**config.mk**
```make
export PLATFORM = sky130hd
export DESIGN_NAME = controle_exibicao_sequencia
export DESIGN_NICKNAME = d
export VERILOG_FILES = /design/src/rtl/controle_exibicao_sequencia.sv
export SDC_FILE = /design/constraint.sdc
export NUM_CORES = 1
export LEC_CHECK = 0
export ABC_AREA = 1
export ABC_CLOCK_PERIOD_IN_PS = 2400
export BUFFER_PORTS_ARGS = -buffer_cell sky130_fd_sc_hd__buf_4
export CORE_ASPECT_RATIO = 0.75
export CORE_MARGIN = 10
export CORE_UTILIZATION = 59
export CTS_CLUSTER_DIAMETER = 150
export DETAILED_ROUTE_END_ITERATION = 10
export PLACE_DENSITY_LB_ADDON = 0.08
export SLEW_MARGIN = 0
export SYNTH_ARGS = -nofsm -noshare
export SYNTH_HDL_FRONTEND = slang
export SYNTH_SLANG_ARGS = --single-unit
```
**constraint.sdc**
```tcl
create_clock -name clock -period 2.4 [get_ports clock]
set_input_delay 0.36 -clock clock [delete_from_list [all_inputs] [get_ports clock]]
set_output_delay 0.36 -clock clock [all_outputs]
set_load 0.1 [all_outputs]
```
**src/rtl/controle_exibicao_sequencia.sv**
```systemverilog
// controle_exibicao_sequencia: plays back the stored color sequence on the LEDs, one color per on/off slot.
// Optional ACELERA_EN: dificuldade=1 at start halves the on-time of every color.
module controle_exibicao_sequencia #(
    parameter int ADDR_W    = 4,
    parameter int DATA_W    = 4,
    parameter int ON_TICKS  = 500,
    parameter int OFF_TICKS = 250
) (
    input  logic              clock,
    input  logic              reset,
    input  logic              iniciar,
    input  logic              cancela,
    input  logic [ADDR_W-1:0] limite,
    input  logic              dificuldade,
    input  logic [DATA_W-1:0] mem_dado,
    output logic [ADDR_W-1:0] mem_endereco,
    output logic [DATA_W-1:0] leds,
    output logic              ocupado,
    output logic              pronto,
    output logic [2:0]        db_estado
);
    localparam int MAXT = ON_TICKS > OFF_TICKS ? ON_TICKS : OFF_TICKS;
    localparam int CW   = $clog2(MAXT + 1);

    typedef enum logic [2:0] {
        OCIOSO   = 3'd0,
        ENDERECA = 3'd1,
        LE       = 3'd2,
        ACESO    = 3'd3,
        APAGADO  = 3'd4,
        FIM      = 3'd5
    } estado_t;

    estado_t           estado_q, estado_d;
    logic [ADDR_W-1:0] addr_q, addr_d, lim_q, lim_d;
    logic [DATA_W-1:0] cor_q, cor_d, leds_q, leds_d;
    logic [CW-1:0]     cnt_q, cnt_d, t_on_fim;
    logic              pronto_q, pronto_d, ocupado_q, ocupado_d;

`ifdef ACELERA_EN
    logic dif_q, dif_d;
    always_comb dif_d = (estado_q == OCIOSO && iniciar && !cancela) ? dificuldade : dif_q;
    always_ff @(posedge clock or negedge reset)
        if (!reset) dif_q <= 1'b0;
        else        dif_q <= dif_d;
    assign t_on_fim = dif_q ? CW'((ON_TICKS >> 1) - 1) : CW'(ON_TICKS - 1);
`else
    logic unused_dificuldade;
    assign unused_dificuldade = dificuldade;
    assign t_on_fim = CW'(ON_TICKS - 1);
`endif

    always_comb begin
        estado_d = estado_q;
        addr_d   = addr_q;
        lim_d    = lim_q;
        cor_d    = cor_q;
        cnt_d    = cnt_q;
        case (estado_q)
            OCIOSO: if (iniciar) begin
                lim_d    = limite;
                addr_d   = '0;
                estado_d = ENDERECA;
            end
            ENDERECA: estado_d = LE;
            LE: begin
                cor_d    = mem_dado;
                cnt_d    = '0;
                estado_d = ACESO;
            end
            ACESO: if (cnt_q == t_on_fim) begin
                cnt_d    = '0;
                estado_d = APAGADO;
            end else cnt_d = cnt_q + 1'b1;
            // terminal compare precedes the increment, so addr never wraps
            APAGADO: if (cnt_q == CW'(OFF_TICKS - 1)) begin
                cnt_d = '0;
                if (addr_q == lim_q) estado_d = FIM;
                else begin
                    addr_d   = addr_q + 1'b1;
                    estado_d = ENDERECA;
                end
            end else cnt_d = cnt_q + 1'b1;
            FIM:     estado_d = OCIOSO;
            default: estado_d = OCIOSO;
        endcase
        if (cancela) begin
            estado_d = OCIOSO;
            addr_d   = '0;
            cnt_d    = '0;
        end
        leds_d    = estado_d == ACESO ? cor_d : '0;
        pronto_d  = estado_d == FIM;
        ocupado_d = estado_d != OCIOSO;
    end

    always_ff @(posedge clock or negedge reset) begin
        if (!reset) begin
            estado_q  <= OCIOSO;
            addr_q    <= '0;
            lim_q     <= '0;
            cor_q     <= '0;
            cnt_q     <= '0;
            leds_q    <= '0;
            pronto_q  <= 1'b0;
            ocupado_q <= 1'b0;
        end else begin
            estado_q  <= estado_d;
            addr_q    <= addr_d;
            lim_q     <= lim_d;
            cor_q     <= cor_d;
            cnt_q     <= cnt_d;
            leds_q    <= leds_d;
            pronto_q  <= pronto_d;
            ocupado_q <= ocupado_d;
        end
    end

    assign mem_endereco = addr_q;
    assign leds         = leds_q;
    assign pronto       = pronto_q;
    assign ocupado      = ocupado_q;
    assign db_estado    = estado_q;
endmodule

```
### Word-level counts from Yosys, hierarchy flattened

Index checks and enable logic that the tools add are counted.

| operators by class | value |
|---|---|
| eq/ne operators | 12 |
| mux-type cells | 17 |
| $add $sub $neg | 2 |
| reductions and logical operators | 6 |

Operator list:

| cell | number |
|---|---|
| $mux 9 | 3 |
| $pmux 9 s3 | 1 |
| $mux 4 | 6 |
| $mux 3 | 5 |
| $pmux 3 s5 | 1 |
| $add 9x1->9 const B | 1 |
| $eq 3x2->1 const B | 3 |
| $eq 9x8->1 const B | 1 |
| $eq 9x9->1 const B | 1 |
| $ne 3x3->1 const B | 3 |
| $pmux 4 s2 | 1 |
| $eq 3x3->1 const B | 2 |
| $reduce_bool 3->1 | 2 |
| $add 4x1->4 const B | 1 |
| $eq 4x4->1 | 1 |
| $reduce_and 4->1 | 1 |
| $reduce_bool 4->1 | 1 |
| $eq 3x1->1 const B | 1 |
| $logic_not 3->1 | 1 |
| $reduce_and 2->1 | 1 |

| word-level totals | value |
|---|---|
| logic and storage cells | 45 |
| input bits | 13 |
| flip-flop bits (word level) | 30 |

### Depth between registers and ports, before layout

Gate-level depths: netlist of run 1.

| depth | value |
|---|---|
| depth in word-level cells | 7 |
| gate-level depth with buffers | 11 |
| depth with buffers taken out | 11 |

### Least setup slack after synthesis of run 1

No wires, ideal clock.

| timing | value |
|---|---|
| path type | register -> register |
| start | register estado_q[2] (netlist: db_estado[2]) |
| end | register leds_q[0] (netlist: leds[0]) |
| stages on the path, launching flop included | 7 |
| period minus slack after synthesis | 1.816 ns |
| library setup time | 0.126 ns |
| slack | 0.584 ns |
| arrival | 1.691 ns |
| path through | dfrtp_1 > inv_2 > nand3_2 > inv_2 > or2_1 > o21ai_0 > nor2_1 |

| between the ends | value |
|---|---|
| word-level cells in the longest chain between the ends | 5 |
| elaborated cells on any way between the ends | 13 |
| those cells by class | eq/ne: 5; mux: 7; reduce/logical: 1 |

Ends and longest elaborated chain:

| item | line | text |
|---|---|---|
| start, declared | 34 | `estado_t estado_q, estado_d;` |
| start signal, assigned | 108 | `estado_q <= estado_d;` |
| $eq 3x3->1 (tied with other cells) | 59 | `case (estado_q)` |
| $pmux 3 s5 | 59 |  |
| $mux 3 | 87 | `if (cancela) begin` |
| $eq 3x2->1 | 92 | `leds_d = estado_d == ACESO ? cor_d : '0;` |
| $mux 4 (*) | 92 |  |
| named net leds_d[0] | 36 | `logic [DATA_W-1:0] cor_q, cor_d, leds_q, leds_d;` |
| end signal, assigned | 113 | `leds_q <= leds_d;` |
| end, declared | 36 |  |

Mark *: on every way through the listed nets, which the timed path passes. The rest lies on a longest branch.
A chain may end at the register's enable or synchronous reset.

### Worst setup path after layout of run 1

| timing | value |
|---|---|
| start | register cnt_q[0] |
| end | register leds_q[3] (netlist: leds[3]) |

| between the ends | value |
|---|---|
| word-level cells in the longest chain between the ends | 6 |
| elaborated cells on any way between the ends | 8 |
| those cells by class | eq/ne: 3; mux: 5 |

Ends and longest elaborated chain:

| item | line | text |
|---|---|---|
| start, declared | 37 | `logic [CW-1:0] cnt_q, cnt_d, t_on_fim;` |
| start signal, assigned | 112 | `cnt_q <= cnt_d;` |
| $eq 9x8->1 / $eq 9x9->1 (equally long branches) | 76, 71 |  |
| $mux 3, on equally long branches | 76, 71 |  |
| $pmux 3 s5 (*) | 59 |  |
| $mux 3 (*) | 87 |  |
| named net estado_d[1] | 34 |  |
| $eq 3x2->1 (*) | 92 |  |
| $mux 4 (*) | 92 |  |
| named net leds_d[3] | 36 |  |

Marked as above.

==> results by group, run 1 <==
Status
  • Status: completed

Clock tree
  • Clk slew on worst S/H paths: 0.08 ns
  • Num CTS Buffers: 5
  • Clock root buffer: clkbuf_4
  • Postcts setup bufs: 0
  • Longest Clk Path Bufs: 2
  • Worst skew pair latency: 0.33 ns
  • CTS tree: done
  • H-tree levels: 2
  • Clock Sinks: 30

Timing
  • Period minus WS final: 1.56 ns
  • Fmax: 0.640 GHz
  • Hold WS: 0.269 ns
  • RSZ-0062 raised after global routing: false
  • Final Hold Vio Count: 0
  • Max-slew headroom: 74.9%
  • Total negative slack: 0 ns
  • Max-slew violations: 0
  • Worst clock skew: 0.00431 ns
  • Fin crit share: 65.1%
  • Final setup viols: 0
  • Worst-Margin Slew: 0.376 ns

Worst hold path
  • Hold endpoint: lim_q[3]$_DFFE_PN0P_
  • Worst hold path depth: 2
  • Hold Path Origin: limite[3]
  • Hold WC Path Type: input pin to flop

Synth
  • Post-Syn Area: 1590 µm²
  • Synth unique cells: 29
  • Avg Cell Area, Syn: 8.80 µm²
  • Largest cells by area after synthesis: dfrtp_1 (47%), nand2_1 (7.8%), inv_1 (5.4%)
  • Top FF cell, synth: dfrtp_1
  • Async S/R FF share, synth: 100%
  • Gate Count Post-Synth: 181
  • Syn_nets: 197
  • Syn. warnings: 0
  • Post-synth EDFFs: 0
  • Synth area leader: dfrtp_1
  • Seq/Total Area, Yosys: 47.1%
  • Flops & latches, synth: 30
  • Yosys top cell area share: 47.1%

Floorplan
  • Die Footprint: 5200 µm²
  • Initial Utilization: 61.2%
  • Io pins: 26
  • Row count: 16
  • Die width: 80.0 µm
  • Core ar.: 2600 µm²
  • Die Ht: 65.0 µm

Global routing
  • GR Layer Usage met3: 7.02%
  • Global Route Usage Sum: 13.8%
  • Grt total ovfl: 0
  • GRT busiest layer: met2
  • Initial antenna violation count: 0
  • GR Layer Usage met2: 21.6%
  • First-pass GRT wire length: 5770 µm
  • Pin count of the biggest net entering global routing: 31
  • Vias in the first global route: 1324
  • Met1 usage: 15.8%

Power
  • Pleak: 0.971 nW
  • VDD IR-drop max: 0.448 mV
  • Design Power: 1.15 mW
  • P per Cell Area: 613 nW/µm²

Drt
  • ANT nets after route: 0
  • Post-DR vias/cell: 5.14
  • Drt total wl: 3350 µm
  • Drt pass-1 iters: 4
  • Routed len/inst: 13.5 µm
  • DRC viols: 0
  • Via count: 1275
  • DRT iter0 DRCs: 106

Setup path
  • CP required: 2.61 ns
  • Maximum net fanout on the critical path: 5
  • Setup crit end kind: flop
  • Crit path from: cnt_q[0]$_DFFE_PN0P_
  • Worst Reg-to-Reg Cells: 8
  • Critical path class: flop to flop
  • Reg2Reg Launch Point: cnt_q[0]$_DFFE_PN0P_
  • Reg2reg end: leds[3]$_DFF_PN0_
  • Critical Path Start Type: flop
  • Flop-to-flop setup slack: 0.84 ns
  • Data arrival time of the worst path: 1.77 ns

Placed design
  • IO Port Bufs: 24
  • HPWL after detailed placement: 2500 µm
  • GPL Wtd Cong: 0.849
  • Placed Area: 1820 µm²

Layout
  • Final instance area: 1880 µm²
  • Register area: 751 µm²
  • Layout cells sized above 1: 28.3%
  • P&R area growth vs syn: 18.0%
  • Antenna diode instance count: 0
  • Fill count: 208
  • Post-layout nets: 229
  • Area of the multi-input gates: 724 µm²

Run
  • Max-Cap Viols: 0
## worst max-delay path, stage by stage (launching register included)
cell and delay, ns:
dfrtp_1 0.44, ha_1 0.25, nand2_1 0.07, nor2_1 0.17, nand2_2 0.09, o21ai_2 0.18
inv_2 0.06, nand3_2 0.12, nor2_1 0.06
## layout by cell type (no fill, tap or decap), drive strengths merged, types with 3 or more instances in the layout
cell,Yosys,final
clkbuf,0,6
nand2,42,42
nand4,3,3
nor2,21,21
ha,3,3
o21ai,7,7
inv,29,29
o22ai,6,6
xor2,3,3
buf,0,24
or2,4,4
dfrtp,30,30
nand3,21,21
xnor2,3,3
## through the flow
step	setup slack, ns	std cells	utilization (%)
floorplan	0.584	181	-
global placement	0.899	241	69.9
detailed placement	0.863	241	69.9
CTS	0.843	248	72.2
global route	0.687	248	72.2
finish	0.836	248	72.2
## state kept, by name (all words and copies together), names as in the netlist
name,cells
lim_q,4
db_estado,3
mem_endereco,4
ocupado,1
cnt_q,9
pronto,1
leds,4
cor_q,4
## cells in the mapped netlist, types with 4 or more instances
master / count
nand2_1: 33
dfrtp_1: 30
inv_1: 23
nor2_1: 16
nand3_1: 15
nand2_2: 7
o22ai_1: 6
nand3_2: 5
o21ai_0: 5
inv_2: 4
or2_1: 4
## final cells by class
class                   count  share of cell area, %
flip-flops and latches     30                   39.9
well taps                  36                   2.40
repair buffers             25                   10.1
inverters                  30                   6.26
multi-input cells         121                   38.5
clock buffers               6                   2.73
## layer usage
metal | vias up | share of wire (%) | wire (µm)
li1 | 641 | - | -
met1 | 605 | 43 | 1430
met2 | 24 | 49 | 1640
met3 | 5 | 7.0 | 234
met4 | 0 | 1.1 | 38
met5 | - | 0 | 0
## kinds of logic (layout without fill, tap and decap cells)
| kind of cell | after synthesis | count (layout) | share of synthesized area [%] |
|---|---|---|---|
| AO/OA/AOI/OAI | 15 | 15 | 5.42 |
| XOR/XNOR | 6 | 6 | 3.30 |
| adder cells (fa/ha/maj) | 3 | 3 | 2.36 |
| buffers and inverters | 30 | 61 | 7.38 |
| flip-flops | 30 | 30 | 47.1 |
| multiplexers | 3 | 3 | 2.04 |
| AND/OR/NAND/NOR | 94 | 94 | 32.4 |
## timing repair
item	in CTS	in global routing
endpoints found under the hold margin	30	0
endpoints found under the setup margin	0	0
gates resized for setup	0	0
hold buffers	1	0
## power by group
part	leakage [nW]	internal, mW	total [mW]	switching [mW]
Sequential	0.393	0.556	0.583	0.0270
Combinational	0.548	0.0899	0.280	0.190
Clock	0.0302	0.132	0.290	0.158
## worst max-delay path by stage
stage / end / cells after the start
floorplan: leds[0]$_DFF_PN0_ / 6
global placement: cnt_q[0]$_DFFE_PN0P_ / 8
detailed placement: cnt_q[2]$_DFFE_PN0P_ / 8
CTS: leds[0]$_DFF_PN0_ / 8
global route: cnt_q[5]$_DFFE_PN0P_ / 8
finish: leds[3]$_DFF_PN0_ / 8
Note: power is estimated with default switching activity, not from simulation.
==> run 2: changes to the inputs <==
--- a/config.mk
+++ b/config.mk
@@ -6,11 +6,11 @@
 export NUM_CORES = 1
 export LEC_CHECK = 0
 export ABC_AREA = 1
-export ABC_CLOCK_PERIOD_IN_PS = 2400
+export ABC_CLOCK_PERIOD_IN_PS = 1300
 export BUFFER_PORTS_ARGS = -buffer_cell sky130_fd_sc_hd__buf_4
 export CORE_ASPECT_RATIO = 0.75
 export CORE_MARGIN = 10
-export CORE_UTILIZATION = 59
+export CORE_UTILIZATION = 50
 export CTS_CLUSTER_DIAMETER = 150
 export DETAILED_ROUTE_END_ITERATION = 10
 export PLACE_DENSITY_LB_ADDON = 0.08
==> constraint.sdc (replaced) <==
create_clock -name clock -period 1.3 [get_ports clock]
set_input_delay 0.195 -clock clock [delete_from_list [all_inputs] [get_ports clock]]
set_output_delay 0.195 -clock clock [all_outputs]
set_load 0.1 [all_outputs]
==> run 2 against run 1 <==
Net effect:
- the flow now finishes with violations (setup timing)
- register-to-register slack got worse by 0.99 ns
- clock skew rose by 0.0045 ns
- first-iteration DRC count fell by 47%
- sequential power rose by 87%
- utilization rose by 6.4 points
- cell count rose by 12%
- critical path depth rose by 1
- largest cell class is now multi-input combinational cells
==> results by group, run 2 (synthesized netlist as in run 1, its figures left out) <==
Placed design
  • GPL Wtd Cong: 0.809
  • Placed Area: 1990 µm²
  • IO Port Bufs: 24
  • Pre-CTS WS: -0.143 ns
  • HPWL after detailed placement: 2730 µm

Power
  • Pleak: 1.15 nW
  • VDD IR-drop max: 0.807 mV
  • P per Cell Area: 1060 nW/µm²

Timing
  • Final Hold Vio Count: 0
  • Max-slew headroom: 72.9%
  • Worst-Margin Slew: 0.403 ns
  • Final setup viols: 23
  • Worst clock skew: 0.00876 ns
  • RSZ-0062 raised after global routing: true
  • Setup slack after layout: -0.152 ns
  • Fmax: 0.689 GHz
  • Period minus WS final: 1.45 ns
  • Fin crit share: 112%
  • Max-slew violations: 0

Setup path
  • Data arrival time of the worst path: 1.60 ns
  • Setup crit end kind: flop
  • Critical Path Start Type: flop
  • Critical path class: flop to flop
  • Worst Reg-to-Reg Cells: 9
  • CP required: 1.45 ns
  • Reg2Reg Launch Point: cnt_q[1]$_DFFE_PN0P_
  • Reg2reg end: cnt_q[8]$_DFFE_PN0P_
  • Flop-to-flop setup slack: -0.15 ns
  • Maximum net fanout on the critical path: 8

Clock tree
  • Clk slew on worst S/H paths: 0.07 ns
  • CTS tree: done
  • H-tree levels: 2
  • Longest Clk Path Bufs: 2
  • Worst skew pair latency: 0.28 ns
  • Num CTS Buffers: 5
  • Clock root buffer: clkbuf_8
  • Clock Sinks: 30

Status
  • Failing checks: setup timing
  • Status: complete, but fails checks

Drt
  • DRC viols: 0
  • Drt pass-1 iters: 4
  • DRT iter0 DRCs: 56
  • Drt total wl: 4220 µm
  • Routed len/inst: 15.2 µm
  • Post-DR vias/cell: 5.18
  • ANT nets after route: 0
  • Via count: 1434

Layout
  • Core Util, Final: 78.6%
  • Post-layout nets: 254
  • Top reg by flops: cnt_q
  • Most frequent cells in the layout: buf_4 (44), nand2_1 (25), inv_1 (22)
  • Max reg flops: 9
  • Antenna diode instance count: 0
  • Fill count: 190
  • Layout cells sized above 1: 52.3%
  • Commonest non-fill, non-tap cell in the layout: buf_4
  • Final instance area: 2360 µm²
  • P&R area growth vs syn: 48.1%

Global routing
  • Initial antenna violation count: 0
  • Vias in the first global route: 1522
  • First-pass GRT wire length: 6890 µm
  • Pin count of the biggest net entering global routing: 31
  • Global Route Usage Sum: 14.5%
  • Grt total ovfl: 0

Run
  • Max-Cap Viols: 0

Worst hold path
  • Hold WC Path Type: input pin to flop
  • Hold endpoint: cor_q[2]$_DFF_PN0_
  • Worst hold path depth: 3
  • Hold Path Origin: mem_dado[2]

Floorplan
  • Row count: 17
  • Initial Utilization: 53.1%
  • Io pins: 26
  • Core ar.: 3000 µm²
  • Die Footprint: 5870 µm²
  • Die width: 85.2 µm
  • Die Ht: 68.9 µm
[run 2: cell types whose count changed in the layout (fill, tap and decap cells not counted), moves of 5 or more]
cell,change
buf_4,+20
dfrtp_1,-9
nand2_1,-8
dfrtp_4,+6
clkbuf_4,-5
clkbuf_8,+5
nand3_1,-5
o22ai_1,-5
o22ai_2,+5
[run 2: final cells by class]
class	instances	area, µm²	area share (%)
clock buffers	6	82.6	3.50
clock inverters	2	12.5	0.531
repair buffers	49	403	17.1
inverters	30	118	4.99
multi-input cells	122	918	38.9
flip-flops and latches	30	777	32.9
well taps	38	47.5	2.02
[run 2: through the flow]
step / hold WS (ns) / total power, mW / instances / setup TNS [ns]
finish: 0.135 / 2.49 / 277 / -2.56
global route: 0.147 / 2.62 / 277 / -4.10
CTS: 0.151 / 2.43 / 276 / -2.34
detailed placement: 0.146 / 1.64 / 260 / -2.52
global placement: 0.140 / 1.62 / 260 / -1.71
floorplan: -0.101 / 1.48 / 181 / -2.68
[run 2: worst max path at each step]
stage / start / depth (start not counted) / endpoint / slack (ns)
detailed placement: cnt_q[0]$_DFFE_PN0P_ / 8 / leds[0]$_DFF_PN0_ / -0.14
global placement: db_estado[0]$_DFF_PN0_ / 8 / cnt_q[7]$_DFFE_PN0P_ / -0.11
CTS: cnt_q[0]$_DFFE_PN0P_ / 8 / leds[0]$_DFF_PN0_ / -0.13
finish: cnt_q[1]$_DFFE_PN0P_ / 9 / cnt_q[8]$_DFFE_PN0P_ / -0.15
floorplan: db_estado[0]$_DFF_PN0_ / 8 / cnt_q[7]$_DFFE_PN0P_ / -0.15
global route: cnt_q[1]$_DFFE_PN0P_ / 9 / cnt_q[8]$_DFFE_PN0P_ / -0.22
[run 2: where the power goes]
group / switching [mW] / leakage [nW] / internal, mW
sequential: 0.0532 / 0.377 / 1.03
clock: 0.354 / 0.0472 / 0.425
combinational: 0.411 / 0.722 / 0.214
[run 2: timing repair]
action | in CTS | in global routing
pin swaps | 13 | 13
endpoints found under the hold margin | 30 | 0
gates resized for setup | 17 | 32
buffers inserted | 6 | 1
endpoints found under the setup margin | 25 | 30
hold buffers | 1 | 0
cloned | 1 | 0
[run 2: routing by layer]
layer | up-vias | global-route usage (%) | share of wire (%)
met2 | 38 | 25.5 | 51
met1 | 695 | 16.8 | 42
met5 | - | 0 | 0
li1 | 693 | - | -
met3 | 8 | 4.10 | 5.4
met4 | 0 | 5.33 | 1.5
[run 2: worst max-delay path, cell delays in order (launching register included)]
cell and delay (ns):
dfrtp_2 0.45, inv_2 0.09, ha_4 0.14, nand2_4 0.05, nor2_4 0.14, nand2_2 0.07, nand2_2 0.08, nand2_2 0.07
nand2_4 0.13, o22ai_2 0.10
